`config.mk`:
```
export PLATFORM = sky130hd
export DESIGN_NAME = datapath_ctrl
export DESIGN_NICKNAME = d
export VERILOG_FILES = /design/src/rtl/datapath_ctrl.sv
export SDC_FILE = /design/constraint.sdc
export NUM_CORES = 1
export LEC_CHECK = 0
export BUFFER_PORTS_ARGS = -buffer_cell sky130_fd_sc_hd__buf_2
export CORE_ASPECT_RATIO = 2
export CORE_MARGIN = 2
export CORE_UTILIZATION = 25
export CTS_CLUSTER_SIZE = 40
export DETAILED_ROUTE_END_ITERATION = 12
export HOLD_SLACK_MARGIN = 0.15
export SLEW_MARGIN = 0
export SYNTH_ARGS = -nofsm -noshare
export SYNTH_HDL_FRONTEND = slang
export SYNTH_SLANG_ARGS = --single-unit
```
`constraint.sdc`:
```
create_clock -name clk -period 1.9 [get_ports clk]
set_clock_uncertainty 0.2 [all_clocks]
set_input_delay 0.475 -clock clk [delete_from_list [all_inputs] [get_ports clk]]
set_output_delay 0.475 -clock clk [all_outputs]
set_load 0.01 [all_outputs]
```
`src/rtl/datapath_ctrl.sv`:
```
// Moore sequencer that drives the datapath control inputs for one latched 16-bit instruction.
// Optional illegal-opcode trap (err port, TRAP state) is enabled by defining DP_CTRL_TRAP_EN.
module datapath_ctrl (
  input  logic        clk,
  input  logic        reset_n,
  input  logic        s,
  input  logic [15:0] in,
  input  logic        Z,
  output logic        w,
  output logic [2:0]  readnum,
  output logic [2:0]  writenum,
  output logic        vsel,
  output logic        write,
  output logic        loada,
  output logic        loadb,
  output logic        loadc,
  output logic        loads,
  output logic        asel,
  output logic        bsel,
  output logic [1:0]  shift,
  output logic [1:0]  ALUop,
`ifdef DP_CTRL_TRAP_EN
  output logic [15:0] datapath_in,
  output logic        err
`else
  output logic [15:0] datapath_in
`endif
);

  typedef enum logic [2:0] {
    S_WAIT,
    S_DECODE,
    S_WRITE_IMM,
    S_GET_A,
    S_GET_B,
    S_ALU,
`ifdef DP_CTRL_TRAP_EN
    S_WRITE_REG,
    S_TRAP
`else
    S_WRITE_REG
`endif
  } state_t;

  state_t      state, next_state;
  logic [15:0] ir;

  // Status flag is carried for interface compatibility; the sequence never branches on it.
  logic z_unused;
  assign z_unused = Z;

  logic [2:0] opcode, rn, rd, rm;
  logic [1:0] op, sh;
  assign opcode = ir[15:13];
  assign op     = ir[12:11];
  assign rn     = ir[10:8];
  assign rd     = ir[7:5];
  assign sh     = ir[4:3];
  assign rm     = ir[2:0];

  logic is_mov_imm, is_mov_reg, is_alu, is_cmp, is_mvn;
  assign is_mov_imm = (opcode == 3'b110) && (op == 2'b10);
  assign is_mov_reg = (opcode == 3'b110) && (op == 2'b00);
  assign is_alu     = (opcode == 3'b101);
  assign is_cmp     = is_alu && (op == 2'b01);
  assign is_mvn     = is_alu && (op == 2'b11);

  assign datapath_in = {{8{ir[7]}}, ir[7:0]};

  always_ff @(posedge clk or negedge reset_n) begin
    if (!reset_n) begin
      state <= S_WAIT;
      ir    <= '0;
    end else begin
      state <= next_state;
      if (state == S_WAIT && s)
        ir <= in;
    end
  end

  always_comb begin
    next_state = state;
    case (state)
      S_WAIT:      if (s) next_state = S_DECODE;
      S_DECODE: begin
        if (is_mov_imm)
          next_state = S_WRITE_IMM;
        else if (is_mov_reg || is_mvn)
          next_state = S_GET_B;
        else if (is_alu)
          next_state = S_GET_A;
        else
`ifdef DP_CTRL_TRAP_EN
          next_state = S_TRAP;
`else
          next_state = S_WAIT;
`endif
      end
      S_WRITE_IMM: next_state = S_WAIT;
      S_GET_A:     next_state = S_GET_B;
      S_GET_B:     next_state = S_ALU;
      S_ALU:       next_state = is_cmp ? S_WAIT : S_WRITE_REG;
      S_WRITE_REG: next_state = S_WAIT;
`ifdef DP_CTRL_TRAP_EN
      S_TRAP:      next_state = S_TRAP;
`endif
      default:     next_state = S_WAIT;
    endcase
  end

  always_comb begin
    w        = 1'b0;
    readnum  = '0;
    writenum = '0;
    vsel     = 1'b0;
    write    = 1'b0;
    loada    = 1'b0;
    loadb    = 1'b0;
    loadc    = 1'b0;
    loads    = 1'b0;
    asel     = 1'b0;
    bsel     = 1'b0;
    shift    = '0;
    ALUop    = '0;
`ifdef DP_CTRL_TRAP_EN
    err      = 1'b0;
`endif
    case (state)
      S_WAIT:      w = 1'b1;
      S_WRITE_IMM: begin
        write    = 1'b1;
        vsel     = 1'b1;
        writenum = rn;
      end
      S_GET_A: begin
        readnum = rn;
        loada   = 1'b1;
      end
      S_GET_B: begin
        readnum = rm;
        loadb   = 1'b1;
      end
      S_ALU: begin
        // Single-operand forms pass zero through A so the ALU sees only shifted B.
        shift = sh;
        loadc = 1'b1;
        asel  = is_mov_reg || is_mvn;
        loads = is_cmp;
        ALUop = is_alu ? op : 2'b00;
      end
      S_WRITE_REG: begin
        write    = 1'b1;
        writenum = rd;
      end
`ifdef DP_CTRL_TRAP_EN
      S_TRAP:      err = 1'b1;
`endif
      default: ;
    endcase
  end

endmodule

```
Yosys cells after proc, flatten, opt, wreduce, memory -nomap -nowiden
Index checks and enable logic that the tools add are counted.
Widths: inputs -> output; s select.
{ "totals": {"input_bits": 20, "register_bits": 19} }
{ "classes": {"mux": 19, "n_eq_ne": 12, "n_reduce_logical": 9} }
{ "ops": {"columns": ["operator", "n"], "rows": [
  ["$eq 3x3->1 const B", 5],
  ["$pmux 3 s5", 1],
  ["$mux 3", 4],
  ["$pmux 3 s2", 2],
  ["$mux 1", 8],
  ["$mux 2", 4],
  ["$eq 3x2->1 const B", 2],
  ["$logic_and 1x1->1", 5],
  ["$eq 2x2->1 const B", 2],
  ["$eq 3x1->1 const B", 1],
  ["$logic_not 3->1", 1],
  ["$eq 2x1->1 const B", 1],
  ["$logic_not 2->1", 1],
  ["$ne 2x2->1 const B", 1],
  ["$reduce_or 2->1", 1],
  ["$logic_or 1x1->1", 1]
]} }

Logic depth before layout (Yosys ltp)
{ "depth": {"ltp_word": 6, "ltp_mapped": 6, "mapped_depth_nobuf": 3} }

Least setup slack after synthesis
No wires, ideal clock.
{ "synth_path": {"kind": "register to output", "start": "register state[0]", "end": "output port readnum[0]", "required_ps": 1225, "stages_incl_launch_ff": 4, "arrival_ps": 1275, "path_slack_ps": -50, "path_cell_list": "dfrtp_1 inv_1 nor3b_1 a22o_1"} }
{ "synth_between": {"elab_chain_len": 2} }
{ "synth_rtl": {"columns": ["item", "line", "text"], "rows": [
  ["start, declared", "45", "state_t state, next_state;"],
  ["start signal, assigned", "75", "state <= next_state;"],
  ["$eq 3x3->1 or $eq 3x2->1 (tied branches)", "128", "case (state)"],
  ["$pmux 3 s2 *", "128", null],
  ["end, declared", "10", "output logic [2:0] readnum,"]
]} }
Mark *: on every way between the ends. The rest lies on a longest branch, timed or not.

Worst setup path in the final report
{ "layout_path": {"start": "register state[1]", "end": "output port readnum[2]"} }
The elaborated chain is that of the path after synthesis.

==> impl_metrics.tcl <==
set metrics [dict create \
    avgSynthCellArea_sq_um 11.3 \
    setup_viol 15 \
    clkLatencyLatePin_ns 0.25 \
    fillers 496 \
    area_delta_synth_final_pct 38.3 \
    cap_violations 0 \
    n_antenna_cell 0 \
    wl_met1_microns 1080 \
    fp-row-count 35 \
    critPathTopFamily "flip-flops" \
    final_nets 179 \
    ant_nets 0 \
    drt_iter0_markers 4 \
    drt_wl_total_microns 2810 \
    p_total_uw 2750 \
    synthCells 104 \
    fin_crit_sh 1.08 \
    ctsHtreeMaxLevel 1 \
    period_needed_ns 2.04 \
    detailed_place_hpwl_microns 2040 \
    synthesis.area_sq_mm 0.00117 \
    cts_tree "yes" \
    die_x_microns 52.5 \
    violations "setup timing" \
    status "complete, but fails checks" \
    fp.dieH_microns 101 \
    synth_compound_area_frac 0.0650 \
    synth_cell_types 29 \
    wl_met2_microns 1570 \
    layout_commonest_cell "buf_2" \
    endpoint_kind "output pin" \
    wire_per_inst_microns 13.2 \
    clk_pin_slew_ns 0.07 \
    port_buffers 52 \
    cts-root-buf "clkbuf_8" \
    yosysTopAreaCellShare 0.405 \
    crit_chain "buf_12, nor3b_4, a22o_1, buf_6" \
    ys.warnings.count 0 \
    synth_top_family_by_area "multiplexers" \
    muxShareOfSynthArea 0.211 \
    cp_max_fo 4 \
    max_stage_delay_ns 0.44 \
    critPathRequiredTime_ns 1.22 \
    antenna_found_initial 0 \
    grt_max_degree 20 \
    firstDrtPassIters 2 \
    synth-simple-area-share 0.157 \
    gp_congestion 0.819 \
    ys_ff_latch 19 \
    rsz0062_at_grt "yes" \
    peakVddDrop_v 0.000766 \
    ys_top_cells_by_area "dfrtp_1 41%, mux2_4 13%, buf_4 11%" \
    grtUsageTotal 0.106 \
    yosysTopAreaCell "dfrtp_1" \
    yosys.area_share.adder 0 \
    ios 55 \
    worst_slack_ns -0.143 \
    route.met3.wl_microns 145 \
    slew_viol_final 0 \
    final_area_sq_mm 0.00162 \
    grt_overflow 0 \
    critPathSlowestCell "dfrtp_2" \
    grt_pass1_wl_microns 4230 \
    top_layer "met4" \
    vias 936 \
    die_area_sq_mm 0.00529 \
    powerDensity_mw_per_mm2 1690 \
    final_cell_mix "50 x buf_2, 15 x dfrtp_1, 12 x buf_4" \
    p_leak_uw 0.000794 \
    start_kind "flip-flop" \
    hold_violations 0 \
    crit_type "reg -> out" \
    drive_above_1_share 0.658 \
    synth_xor_area_frac 0 \
    hp-class "in -> reg" \
    viasPerCell 4.39 \
    drcViolationCount 0 \
    clock.fmax_ghz 0.489 \
    cts_num_sinks 19 \
    grt_pass1_vias 912 \
    cts_buffer_depth 2 \
    critPathArrivalTime_ns 1.37 \
    path_buf_inv 2 \
    core_sq_mm 0.00455 \
    ys_seq_area_frac 0.405 \
    synth_nets 124 \
    cts_buffers 3 \
    placed_cell_area_sq_mm 0.00138 \
    initial_utilization 0.258 \
]
state kept, by name, indices dropped and copies added, names as in the netlist:
name   count
ir        16
state      3
path summary, 6_finish.rpt:
| kind | slack (ns) | start | end | cells past startpoint |
|---|---|---|---|---|
| max in group asynchronous | 0.66 | reset_n | state[0] | 2 |
| worst max register to register | 0.10 | state[0] | ir[9] | 4 |
| worst max-delay path | -0.14 | state[1] | readnum[2] | 4 |
| worst min-delay path | 0.25 | in[2] | ir[2] | 2 |
| min in group asynchronous | 0.49 | reset_n | ir[0] | 2 |
| worst min register to register | 0.34 | ir[1] | ir[1] | 1 |
Yosys cell counts (all sizes together):
master	count
buf	21
dfrtp	19
mux2	16
nor2	8
and2	5
nand2	4
o21ai	4
a22o	3
inv	3
mux2i	3
nand3b	3
nor3	3
nor3b	2
a2111oi	1
a211oi	1
a21oi	1
a311oi	1
and4b	1
conb	1
nand2b	1
nor2b	1
nor4b	1
or4b	1
per-layer routing:
| metal | vias to the layer above | track usage |
|---|---|---|
| li1 | 451 | - |
| met1 | 451 | 0.120 |
| met2 | 32 | 0.191 |
| met3 | 2 | 0.0178 |
| met4 | 0 | 0.0355 |
| met5 | - | 0 |
where the power goes:
| group | switching [uW] | leakage [uW] | internal [uW] |
|---|---|---|---|
| clock network | 135 | 0.0000228 | 149 |
| registers | 249 | 0.000221 | 619 |
| logic | 672 | 0.000550 | 924 |
| total | 1060 | 0.000794 | 1690 |
stage by stage:
step | TNS, ns | utilization | hold WS (ns) | cells | worst slack [ns]
after floorplan | 0 | - | -0.0206 | 104 | 0.126
after global placement | 0 | 0.304 | 0.246 | 196 | 0.0517
after detailed placement | 0 | 0.304 | 0.245 | 196 | 0.0359
after CTS | -1.49 | 0.329 | 0.243 | 206 | -0.164
after global routing | -2.44 | 0.356 | 0.241 | 213 | -0.248
final | -1.39 | 0.356 | 0.246 | 213 | -0.143
cell type report:
| type | instances | area, sq um | share of cell area |
|---|---|---|---|
| Multi-Input combinational cell | 61 | 566 | 0.348 |
| Inverter | 3 | 13.8 | 0.00848 |
| Clock buffer | 4 | 45.0 | 0.0278 |
| Tap cell | 55 | 68.8 | 0.0424 |
| Sequential cell | 19 | 480 | 0.296 |
| Timing Repair Buffer | 71 | 449 | 0.277 |
what timing repair did:
action                                  4_1_cts  5_1_grt
hold buffers                                  1        0
hold endpoints to repair                     19        0
resized for setup                             8       16
pin swaps                                     7        7
buffers inserted                              5        7
endpoints found under the setup margin       17       17
kinds of logic after synthesis:
kind of cell | after synthesis
AOI/OAI and AO/OA | 11
DFF | 19
buffers and inverters | 24
other | 1
muxes | 19
and+or+nand+nor | 30
Note: power is estimated with default switching activity, not from simulation.
